`config.mk`:
```
export PLATFORM = sky130hd
export DESIGN_NAME = iter_div_16_flat
export DESIGN_NICKNAME = d
export VERILOG_FILES = /design/src/rtl/iter_div_16_pkg.sv /design/src/rtl/iter_div_16_if.sv /design/src/rtl/iter_div_16_mcls_20_sub.sv /design/src/rtl/iter_div_16.sv /design/src/flat_wrapper.sv
export SDC_FILE = /design/constraint.sdc
export NUM_CORES = 1
export LEC_CHECK = 0
export CORE_ASPECT_RATIO = 0.7
export CORE_MARGIN = 2
export CORE_UTILIZATION = 44
export CTS_BUF_LIST = sky130_fd_sc_hd__clkbuf_16
export DETAILED_ROUTE_END_ITERATION = 8
export PLACE_DENSITY = 0.71
export SYNTH_ARGS = -nofsm -noshare
export SYNTH_HDL_FRONTEND = slang
export SYNTH_SLANG_ARGS = --single-unit
```
`constraint.sdc`:
```
create_clock -name clk -period 2.71 [get_ports clk]
set_input_delay 0.542 -clock clk [delete_from_list [all_inputs] [get_ports clk]]
set_output_delay 0.542 -clock clk [all_outputs]
set_load 0.02 [all_outputs]
```
`src/rtl/iter_div_16_pkg.sv`:
```
`default_nettype none
// ============================================================================
// Module   : iter_div_16_pkg
// Brief    : Shared widths, state encoding and constants for iter_div_16.
// Revision : 1.0
// ============================================================================
package iter_div_16_pkg;

    localparam int DIV_W = 16;
    localparam int SUB_W = 20;

    localparam logic [DIV_W-1:0] DIV0_QUOT = 16'hFFFF;

    typedef enum logic [1:0] {
        IDLE = 2'd0,
        CALC = 2'd1,
        DONE = 2'd2
    } state_t;

endpackage
`default_nettype wire

```
`src/rtl/iter_div_16_if.sv`:
```
`default_nettype none
// ============================================================================
// Module   : iter_div_16_if
// Brief    : Operand and result handshakes for the iterative divider.
// Revision : 1.0
// ============================================================================
interface iter_div_16_if;
    import iter_div_16_pkg::*;

    logic             in_valid;
    logic             in_ready;
    logic [DIV_W-1:0] dividend;
    logic [DIV_W-1:0] divisor;
    logic             out_valid;
    logic             out_ready;
    logic [DIV_W-1:0] quotient;
    logic [DIV_W-1:0] remainder;
    logic             div_zero;

    modport master (
        output in_valid, dividend, divisor, out_ready,
        input  in_ready, out_valid, quotient, remainder, div_zero
    );

    modport slave (
        input  in_valid, dividend, divisor, out_ready,
        output in_ready, out_valid, quotient, remainder, div_zero
    );
endinterface
`default_nettype wire

```
`src/rtl/iter_div_16_mcls_20_sub.sv`:
```
`default_nettype none
// ============================================================================
// Module   : mcls_20_sub
// Brief    : 20-bit a - b as a + ~b + 1 over five 4-bit carry-lookahead groups.
// Revision : 1.0
// ============================================================================
module mcls_20_sub
    import iter_div_16_pkg::*;
(
    input  wire logic [SUB_W-1:0] a_i,
    input  wire logic [SUB_W-1:0] b_i,
    output logic      [SUB_W-1:0] diff_o
);
    localparam int NGRP = SUB_W / 4;

    logic [SUB_W-1:0] w_g;
    logic [SUB_W-1:0] w_p;
    logic [SUB_W-1:0] w_c;
    logic [NGRP-1:0]  w_gg;
    logic [NGRP-1:0]  w_gp;
    logic [NGRP:0]    w_cg;

    assign w_g   = a_i & ~b_i;
    assign w_p   = a_i ^ ~b_i;
    assign w_cg[0] = 1'b1;

    generate
        for (genvar k = 0; k < NGRP; k++) begin : g_grp
            localparam int B = 4 * k;
            assign w_c[B]   = w_cg[k];
            assign w_c[B+1] = w_g[B] | (w_p[B] & w_cg[k]);
            assign w_c[B+2] = w_g[B+1] | (w_p[B+1] & w_g[B])
                            | (w_p[B+1] & w_p[B] & w_cg[k]);
            assign w_c[B+3] = w_g[B+2] | (w_p[B+2] & w_g[B+1])
                            | (w_p[B+2] & w_p[B+1] & w_g[B])
                            | (w_p[B+2] & w_p[B+1] & w_p[B] & w_cg[k]);
            assign w_gg[k]  = w_g[B+3] | (w_p[B+3] & w_g[B+2])
                            | (w_p[B+3] & w_p[B+2] & w_g[B+1])
                            | (w_p[B+3] & w_p[B+2] & w_p[B+1] & w_g[B]);
            assign w_gp[k]  = &w_p[B+3:B];
            assign w_cg[k+1] = w_gg[k] | (w_gp[k] & w_cg[k]);
        end
    endgenerate

    assign diff_o = w_p ^ w_c;

    // Final carry-out is implied by diff[19] for zero-padded operands.
    logic w_unused_cout;
    assign w_unused_cout = w_cg[NGRP];

endmodule
`default_nettype wire

```
`src/rtl/iter_div_16.sv`:
```
`default_nettype none
// ============================================================================
// Module   : iter_div_16
// Brief    : Unsigned 16/16 radix-2 restoring divider, one quotient bit per cycle.
// Revision : 1.0
// ============================================================================
module iter_div_16
    import iter_div_16_pkg::*;
(
    input  wire logic   clk,
    input  wire logic   rst,
    iter_div_16_if.slave bus
);
    state_t             state_q, state_d;
    logic [DIV_W-1:0]   quot_q,  quot_d;
    logic [DIV_W-1:0]   dvsr_q,  dvsr_d;
    logic [DIV_W:0]     rem_q,   rem_d;
    logic [3:0]         cnt_q,   cnt_d;
    logic               dz_q,    dz_d;

    logic [DIV_W:0]     w_trial;
    logic [SUB_W-1:0]   w_diff;
    logic               w_borrow;

    assign w_trial = {rem_q[DIV_W-1:0], quot_q[DIV_W-1]};

    mcls_20_sub u_sub (
        .a_i    ({3'b000, w_trial}),
        .b_i    ({4'b0000, dvsr_q}),
        .diff_o (w_diff)
    );

    assign w_borrow = w_diff[SUB_W-1];

    always_ff @(posedge clk) begin
        if (rst) begin
            state_q <= IDLE;
            quot_q  <= '0;
            dvsr_q  <= '0;
            rem_q   <= '0;
            cnt_q   <= '0;
            dz_q    <= 1'b0;
        end else begin
            state_q <= state_d;
            quot_q  <= quot_d;
            dvsr_q  <= dvsr_d;
            rem_q   <= rem_d;
            cnt_q   <= cnt_d;
            dz_q    <= dz_d;
        end
    end

    always_comb begin
        state_d = state_q;
        quot_d  = quot_q;
        dvsr_d  = dvsr_q;
        rem_d   = rem_q;
        cnt_d   = cnt_q;
        dz_d    = dz_q;
        case (state_q)
            IDLE: begin
                if (bus.in_valid) begin
                    dvsr_d = bus.divisor;
                    cnt_d  = '0;
                    if (bus.divisor == '0) begin
                        quot_d  = DIV0_QUOT;
                        rem_d   = {1'b0, bus.dividend};
                        dz_d    = 1'b1;
                        state_d = DONE;
                    end else begin
                        quot_d  = bus.dividend;
                        rem_d   = '0;
                        dz_d    = 1'b0;
                        state_d = CALC;
                    end
                end
            end
            CALC: begin
                // Restore by keeping the trial value when the subtraction borrows.
                if (!w_borrow) begin
                    rem_d  = w_diff[DIV_W:0];
                    quot_d = {quot_q[DIV_W-2:0], 1'b1};
                end else begin
                    rem_d  = w_trial;
                    quot_d = {quot_q[DIV_W-2:0], 1'b0};
                end
                cnt_d = cnt_q + 4'd1;
                if (cnt_q == 4'd15) begin
                    state_d = DONE;
                end
            end
            DONE: begin
                if (bus.out_ready) begin
                    state_d = IDLE;
                end
            end
            default: begin
                state_d = IDLE;
            end
        endcase
    end

    assign bus.in_ready  = (state_q == IDLE);
    assign bus.out_valid = (state_q == DONE);
    assign bus.quotient  = quot_q;
    assign bus.remainder = rem_q[DIV_W-1:0];
    assign bus.div_zero  = dz_q;

    logic w_unused;
    assign w_unused = ^{rem_q[DIV_W], w_diff[SUB_W-2:DIV_W+1]};

endmodule
`default_nettype wire

```
`src/flat_wrapper.sv`:
```
// flat-port wrapper written by rule: the top's interface ports become plain ports
module iter_div_16_flat import iter_div_16_pkg::*;
  (clk, rst, bus_in_valid, bus_dividend, bus_divisor, bus_out_ready, bus_in_ready, bus_out_valid, bus_quotient, bus_remainder, bus_div_zero);
  iter_div_16_if bus_i ();
  input  wire logic clk;
  input  wire logic rst;
  input wire logic [$bits(bus_i.in_valid)-1:0] bus_in_valid;
  input wire logic [$bits(bus_i.dividend)-1:0] bus_dividend;
  input wire logic [$bits(bus_i.divisor)-1:0] bus_divisor;
  input wire logic [$bits(bus_i.out_ready)-1:0] bus_out_ready;
  output wire logic [$bits(bus_i.in_ready)-1:0] bus_in_ready;
  output wire logic [$bits(bus_i.out_valid)-1:0] bus_out_valid;
  output wire logic [$bits(bus_i.quotient)-1:0] bus_quotient;
  output wire logic [$bits(bus_i.remainder)-1:0] bus_remainder;
  output wire logic [$bits(bus_i.div_zero)-1:0] bus_div_zero;
  assign bus_i.in_valid = bus_in_valid;
  assign bus_i.dividend = bus_dividend;
  assign bus_i.divisor = bus_divisor;
  assign bus_i.out_ready = bus_out_ready;
  assign bus_in_ready = bus_i.in_ready;
  assign bus_out_valid = bus_i.out_valid;
  assign bus_quotient = bus_i.quotient;
  assign bus_remainder = bus_i.remainder;
  assign bus_div_zero = bus_i.div_zero;
  iter_div_16 u_core (.clk(clk), .rst(rst), .bus(bus_i));
endmodule
```
Yosys cells after proc, flatten, opt, wreduce, memory -nomap -nowiden

Index checks and enable logic that the tools add are counted.

Bits in registers: 55
Output and inout port bits: 35
Word-level logic and storage cells: 154

Add/sub/neg operators: 1
Equality and inequality tests: 6
Multiplexer cells: 16
Bitwise gates (word level): 115
Reductions and logical operators: 10

Operators by type and width:

| operator            | count |
|---|---|
| $mux 16             | 5 |
| $and 1x1->1         | 65 |
| $pmux 16 s2         | 2 |
| $or 1x1->1          | 46 |
| $not 16->20         | 1 |
| $xor 17x20->20      | 1 |
| $xor 20x20->20      | 1 |
| $and 17x19->19      | 1 |
| $logic_not 16->1    | 1 |
| $reduce_and 4->1    | 4 |
| $mux 2              | 4 |
| $pmux 4 s2          | 1 |
| $pmux 2 s3          | 1 |
| $add 4x1->4 const B | 1 |
| $eq 4x4->1 const B  | 1 |
| $mux 4              | 1 |
| $ne 2x2->1 const B  | 2 |
| $reduce_and 2->1    | 2 |
| $reduce_and 3->1    | 1 |
| $eq 2x1->1 const B  | 1 |
| $eq 2x2->1 const B  | 1 |
| $logic_not 2->1     | 1 |
| $mux 1              | 2 |
| $ne 2x1->1 const B  | 1 |
| $reduce_bool 2->1   | 1 |

Longest topological paths before layout

Depth in word-level cells: 18
Gate-level depth with buffers: 11
Gate-level depth less buffers: 11

By module

Synthesis repeated with hierarchy kept, for this count alone.

Cell total of the unflattened synthesis: 477
Area, all modules: 3,622.2 µm²

Modules (own cells, without submodules):

| module      | times used | cells an instance | area an instance (µm²) | sequential area each (µm²) |
|---|---|---|---|---|
| iter_div_16 | 1          | 356               | 2,706.3                | 1,101.1 |
| mcls_20_sub | 1          | 121               | 915.9                  | 0.0 |

Least setup slack after synthesis

Ideal clock, no wire load.

Path kind: register to register
Start point: register u_core.quot_q[15], in the netlist u_core.bus.quotient[15]
End point: register u_core.rem_q[13]
Setup time: 0.134 ns
Arrival: 2.445 ns
Required time: 2.576 ns
Slack: 0.131 ns
Stages on the path, launching flop included: 12
Buffers on the path: 0
Clock period less this slack: 2.579 ns
Cell sequence: dfxtp_1 -> inv_1 -> ha_1 -> o21a_2 -> o221ai_2 -> a211oi_1 -> nor2_1 -> o21ai_0 -> fa_1 -> xor2_1 -> mux2i_1 -> o22ai_1

Word-level cells in the longest chain between the ends: 15
Elaborated cells on any way between the ends: 19
Classes of those cells: mux (2); bitwise (16); reduce/logical (1)

Ends and longest elaborated chain:

| item                     | line                          | source |
|---|---|---|
| start: declaration       | iter_div_16.sv:15             | `logic [DIV_W-1:0] quot_q, quot_d;` |
| start signal: assignment | iter_div_16.sv:45             | `quot_q <= quot_d;` |
| $and 17x19->19           | iter_div_16_mcls_20_sub.sv:23 | `assign w_g = a_i & ~b_i;` |
| $and 1x1->1              | iter_div_16_mcls_20_sub.sv:39 | `\| (w_p[B+3] & w_p[B+2] & w_p[B+1] & w_g[B]);` |
| $or 1x1->1               | iter_div_16_mcls_20_sub.sv:39 |  |
| $or 1x1->1 (*)           | iter_div_16_mcls_20_sub.sv:41 | `assign w_cg[k+1] = w_gg[k] \| (w_gp[k] & w_cg[k]);` |
| $and 1x1->1 (*)          | iter_div_16_mcls_20_sub.sv:41 |  |
| $or 1x1->1 (*)           | iter_div_16_mcls_20_sub.sv:41 |  |
| $and 1x1->1 (*)          | iter_div_16_mcls_20_sub.sv:41 |  |
| $or 1x1->1 (*)           | iter_div_16_mcls_20_sub.sv:41 |  |
| $and 1x1->1              | iter_div_16_mcls_20_sub.sv:41 |  |
| $or 1x1->1               | iter_div_16_mcls_20_sub.sv:41 |  |
| $and 1x1->1              | iter_div_16_mcls_20_sub.sv:36 | `\| (w_p[B+2] & w_p[B+1] & w_p[B] & w_cg[k]);` |
| $or 1x1->1               | iter_div_16_mcls_20_sub.sv:36 |  |
| $xor 20x20->20 (*)       | iter_div_16_mcls_20_sub.sv:45 | `assign diff_o = w_p ^ w_c;` |
| $mux 16 (*)              | iter_div_16.sv:80             | `if (!w_borrow) begin` |
| $pmux 16 s2 (*)          | iter_div_16.sv:60             | `case (state_q)` |
| end signal: assignment   | iter_div_16.sv:47             | `rem_q <= rem_d;` |
| end: declaration         | iter_div_16.sv:17             | `logic [DIV_W:0] rem_q, rem_d;` |

Mark *: on every way between the ends. The rest lies on a longest branch, timed or not.
A chain may end at the register's enable or synchronous reset.

Worst setup path after layout

Start point: register u_core.rem_q[0]
End point: register u_core.rem_q[13]

Word-level cells in the longest chain between the ends: 16
Elaborated cells on any way between the ends: 22
Classes of those cells: mux (2); bitwise (19); reduce/logical (1)

Ends and longest elaborated chain:

| item                                             | line |
|---|---|
| $and 17x19->19 or $xor 17x20->20 (tied branches) | iter_div_16_mcls_20_sub.sv:23, iter_div_16_mcls_20_sub.sv:24 |
| $and 1x1->1, on equally long branches            | iter_div_16_mcls_20_sub.sv:38, iter_div_16_mcls_20_sub.sv:39 |
| $or 1x1->1 or $and 1x1->1 (tied branches)        | iter_div_16_mcls_20_sub.sv:38, iter_div_16_mcls_20_sub.sv:39 |
| $or 1x1->1                                       | iter_div_16_mcls_20_sub.sv:39 |
| $or 1x1->1 (*)                                   | iter_div_16_mcls_20_sub.sv:41 |
| $and 1x1->1 (*)                                  | iter_div_16_mcls_20_sub.sv:41 |
| $or 1x1->1 (*)                                   | iter_div_16_mcls_20_sub.sv:41 |
| $and 1x1->1 (*)                                  | iter_div_16_mcls_20_sub.sv:41 |
| $or 1x1->1 (*)                                   | iter_div_16_mcls_20_sub.sv:41 |
| $and 1x1->1                                      | iter_div_16_mcls_20_sub.sv:41 |
| $or 1x1->1                                       | iter_div_16_mcls_20_sub.sv:41 |
| $and 1x1->1                                      | iter_div_16_mcls_20_sub.sv:36 |
| $or 1x1->1                                       | iter_div_16_mcls_20_sub.sv:36 |
| $xor 20x20->20 (*)                               | iter_div_16_mcls_20_sub.sv:45 |
| $mux 16 (*)                                      | iter_div_16.sv:80 |
| $pmux 16 s2 (*)                                  | iter_div_16.sv:60 |

Marked as above.

==> impl_metrics.json <==
{
  "worstSetupStartpoint": "u_core.rem_q[0]",
  "crit_fanout": 4,
  "vias_per_cell": 5.64,
  "numClockSinks": 55,
  "start_kind": "register",
  "synth_edf_count": 0,
  "die_area_um2": 8060,
  "final_hold_viol_count": 0,
  "netlist_area_um2": 3230,
  "dp_hpwl_um": 6670,
  "postLayoutCoreUtil_pct": 58.8,
  "cts_tree": "yes",
  "cp-end-kind": "register",
  "status": "finished clean",
  "internal-power_mw": 1.71,
  "hold_end": "u_core.dvsr_q[15]",
  "synth_warnings": 0,
  "cts_buffers": 5,
  "hold_start": "u_core.dvsr_q[15]",
  "drive_above_1_share_pct": 9.64,
  "cts_buffer_depth": 2,
  "synth_top_area_share_pct": 34.1,
  "area_delta_synth_final_pct": 31.3,
  "synth_top_area_cell": "dfxtp_1",
  "pwr-share-comb_pct": 40.0,
  "wl_per_cell_um": 15.7,
  "hold_class": "reg2reg",
  "pwr-share-clk_pct": 24.4,
  "overflow": 0,
  "seq_power_share_pct": 35.5,
  "dp_cells": 557,
  "routabilityCongestion": 0.835,
  "grt_first_pass_wirelength_um": 14400,
  "syn_inst": 397,
  "clock_skew_ps": 7.30,
  "async_reset_ff_share_pct": 0,
  "numPortBuffers": 70,
  "yosysSeqAreaShare_pct": 34.1,
  "rows": 26,
  "diodes": 0,
  "ir_drop_uv": 344,
  "grt_antenna_before_repair": 0,
  "worst_path_largest_cell_delay_ps": 410,
  "core_um2": 7220,
  "critical_path_class": "reg2reg",
  "synth_fp_nets": 454,
  "maxCapViolCount": 0,
  "synth.avg_cell_area_um2": 8.14,
  "boundaryPins": 71,
  "slew-limit-headroom_pct": 56.0,
  "netSwitchingPower_mw": 0.920,
  "post-route-period-util_pct": 95.0,
  "grt_usage_pct": 22.6,
  "cp_cell_sequence": "ha_1 -> or3_4 -> o221ai_4 -> a211oi_1 -> nor2_1 -> o21ai_1 -> fa_1 -> xor2_1 -> mux2i_1 -> o22ai_1",
  "worstPathRequired_ps": 2860,
  "layout.cells.non_filler": 565,
  "root_buffer": "clkbuf_16",
  "grt_pass1_vias": 2787,
  "ys_top_cells_by_area": "dfxtp_1 34%, a21oi_1 9.9%, ha_1 7.0%",
  "initial_core_util_pct": 44.8,
  "drt-pass1-iter-count": 5,
  "final_nets": 523,
  "worstSkewPairLatency_ps": 290,
  "power.density_nw_per_um2": 619,
  "yosys.cell_count.top_type": "a21oi_1",
  "rsz0062_at_grt": "no",
  "fmaxAchievable_mhz": 388,
  "drc_errors": 0,
  "grt_start_max_net_pins": 37,
  "vias": 3188,
  "rr_endpoint": "u_core.rem_q[13]",
  "hold-path-cell-count": 2,
  "die_w_um": 106,
  "rrSetupSlack_ps": 130,
  "drt_iter0_drc": 199,
  "worstMarginPinSlew_ps": 659,
  "ys_seq_elements": 55,
  "p_leak_nw": 1.59,
  "die_h_um": 75.7,
  "worstPathArrival_ps": 2720,
  "yosysUniqueCellTypes": 58,
  "htree_levels": 2,
  "synth-main-ff-cell": "dfxtp_1",
  "slew_violations": 0,
  "finalSetupViolations": 0,
  "switching_share_pct": 35.0,
  "ant_nets": 0,
  "clk_pin_slew_ps": 70,
  "slowest_stage": "or3_4",
  "synth_common_cells": "64 x a21oi_1, 60 x nand2_1, 55 x dfxtp_1",
  "wl_um": 8880,
  "period_minus_slack_ps": 2580,
  "post-cts-setup-buffers": 0,
  "r2r_cells": 10,
  "reg2reg_from": "u_core.rem_q[0]"
}
cell type report:
class / instances / area (um^2)
Clock inverter: 3 / 15.0
Fill cell: 688 / 2980
Clock buffer: 5 / 125
Multi-Input combinational cell: 296 / 1980
Tap cell: 98 / 123
Timing Repair Buffer: 87 / 823
Sequential cell: 55 / 1100
Inverter: 21 / 78.8
kinds of logic (layout without fill, tap and decap cells):
group / Yosys count / in the layout / synth area share [%]
mux: 11 / 11 / 3.64
buf+inv: 46 / 116 / 5.57
compound gates: 129 / 129 / 27.4
fa+ha+maj: 21 / 21 / 8.82
flops: 55 / 55 / 34.1
xor+xnor: 9 / 9 / 2.44
simple gates: 126 / 126 / 18.1
timing repair:
action / CTS / global route
hold buffers: 0 / 0
endpoints found under the setup margin: 0 / 3
resized for setup: 0 / 6
hold endpoints to repair: 0 / 0
critical path: cells and delay by family, from the launching register on:
| family | cells | cell delay (ps) |
|---|---|---|
| flops | 1 | 350 |
| simple gates | 2 | 570 |
| fa+ha+maj | 2 | 630 |
| xor+xnor | 1 | 150 |
| compound gates | 4 | 580 |
| mux | 1 | 130 |
layout by cell type, fill, tap and decap left out, drive strengths merged, types with 3 or more instances in the layout:
cell type and n:
clkdlybuf4s50 69, a21oi 65, nand2 60, dfxtp 55, nor2 23, inv 21, ha 18, buf 18
o221ai 16, o22ai 8, and3 8, mux2i 8, o21ai 7, xnor2 6, nor2b 5, clkbuf 5
o21a 5, a2111oi 5, a211oi 4, nand2b 4, nor4 4, nand3 4, or2 3, nor3 3
xor2 3, fa 3, clkinv 3, mux2 3
stage by stage:
step	setup TNS, ps	instance area (um^2)	total power [mW]	hold slack, ps	setup slack (ps)
2_1_floorplan	0	3230	1.64	436	131
3_3_place_gp	-1330	4080	1.96	444	-80.2
3_5_place_dp	-551	4080	1.97	449	-62.8
4_1_cts	0	4220	2.61	458	36.0
5_1_grt	0	4250	2.79	475	10.3
6_report	0	4250	2.63	456	135
power by group through the flow:
stage	registers (mW)	logic (mW)	clock network, mW
2_1_floorplan	0.989	0.650	0
3_3_place_gp	0.951	1.01	0
3_5_place_dp	0.951	1.02	0
4_1_cts	0.933	1.03	0.652
5_1_grt	0.944	1.15	0.693
6_report	0.934	1.05	0.642
sequential cells by signal, summed over array words and instances (netlist names):
| signal | count |
|---|---|
| u_core.bus.quotient | 16 |
| u_core.cnt_q | 4 |
| u_core.rem_q | 16 |
| u_core.state_q | 2 |
| u_core.dvsr_q | 16 |
| u_core.bus.div_zero | 1 |
metal layers:
metal	global-route usage (%)	up-vias	wire length (um)
li1	-	1570	-
met1	32.7	1494	4260
met2	35.2	110	3950
met3	3.76	14	549
met4	6.06	0	123
met5	0	-	0
how the worst max path moves through the flow:
stage,end,cells after the start
final,u_core.rem_q[13],10
after global placement,u_core.bus.quotient[10],7
after global routing,u_core.rem_q[13],11
after floorplan,u_core.rem_q[13],11
after CTS,u_core.rem_q[8],9
after detailed placement,u_core.bus.quotient[13],7
No activity file was read; power rests on OpenSTA's default activity.
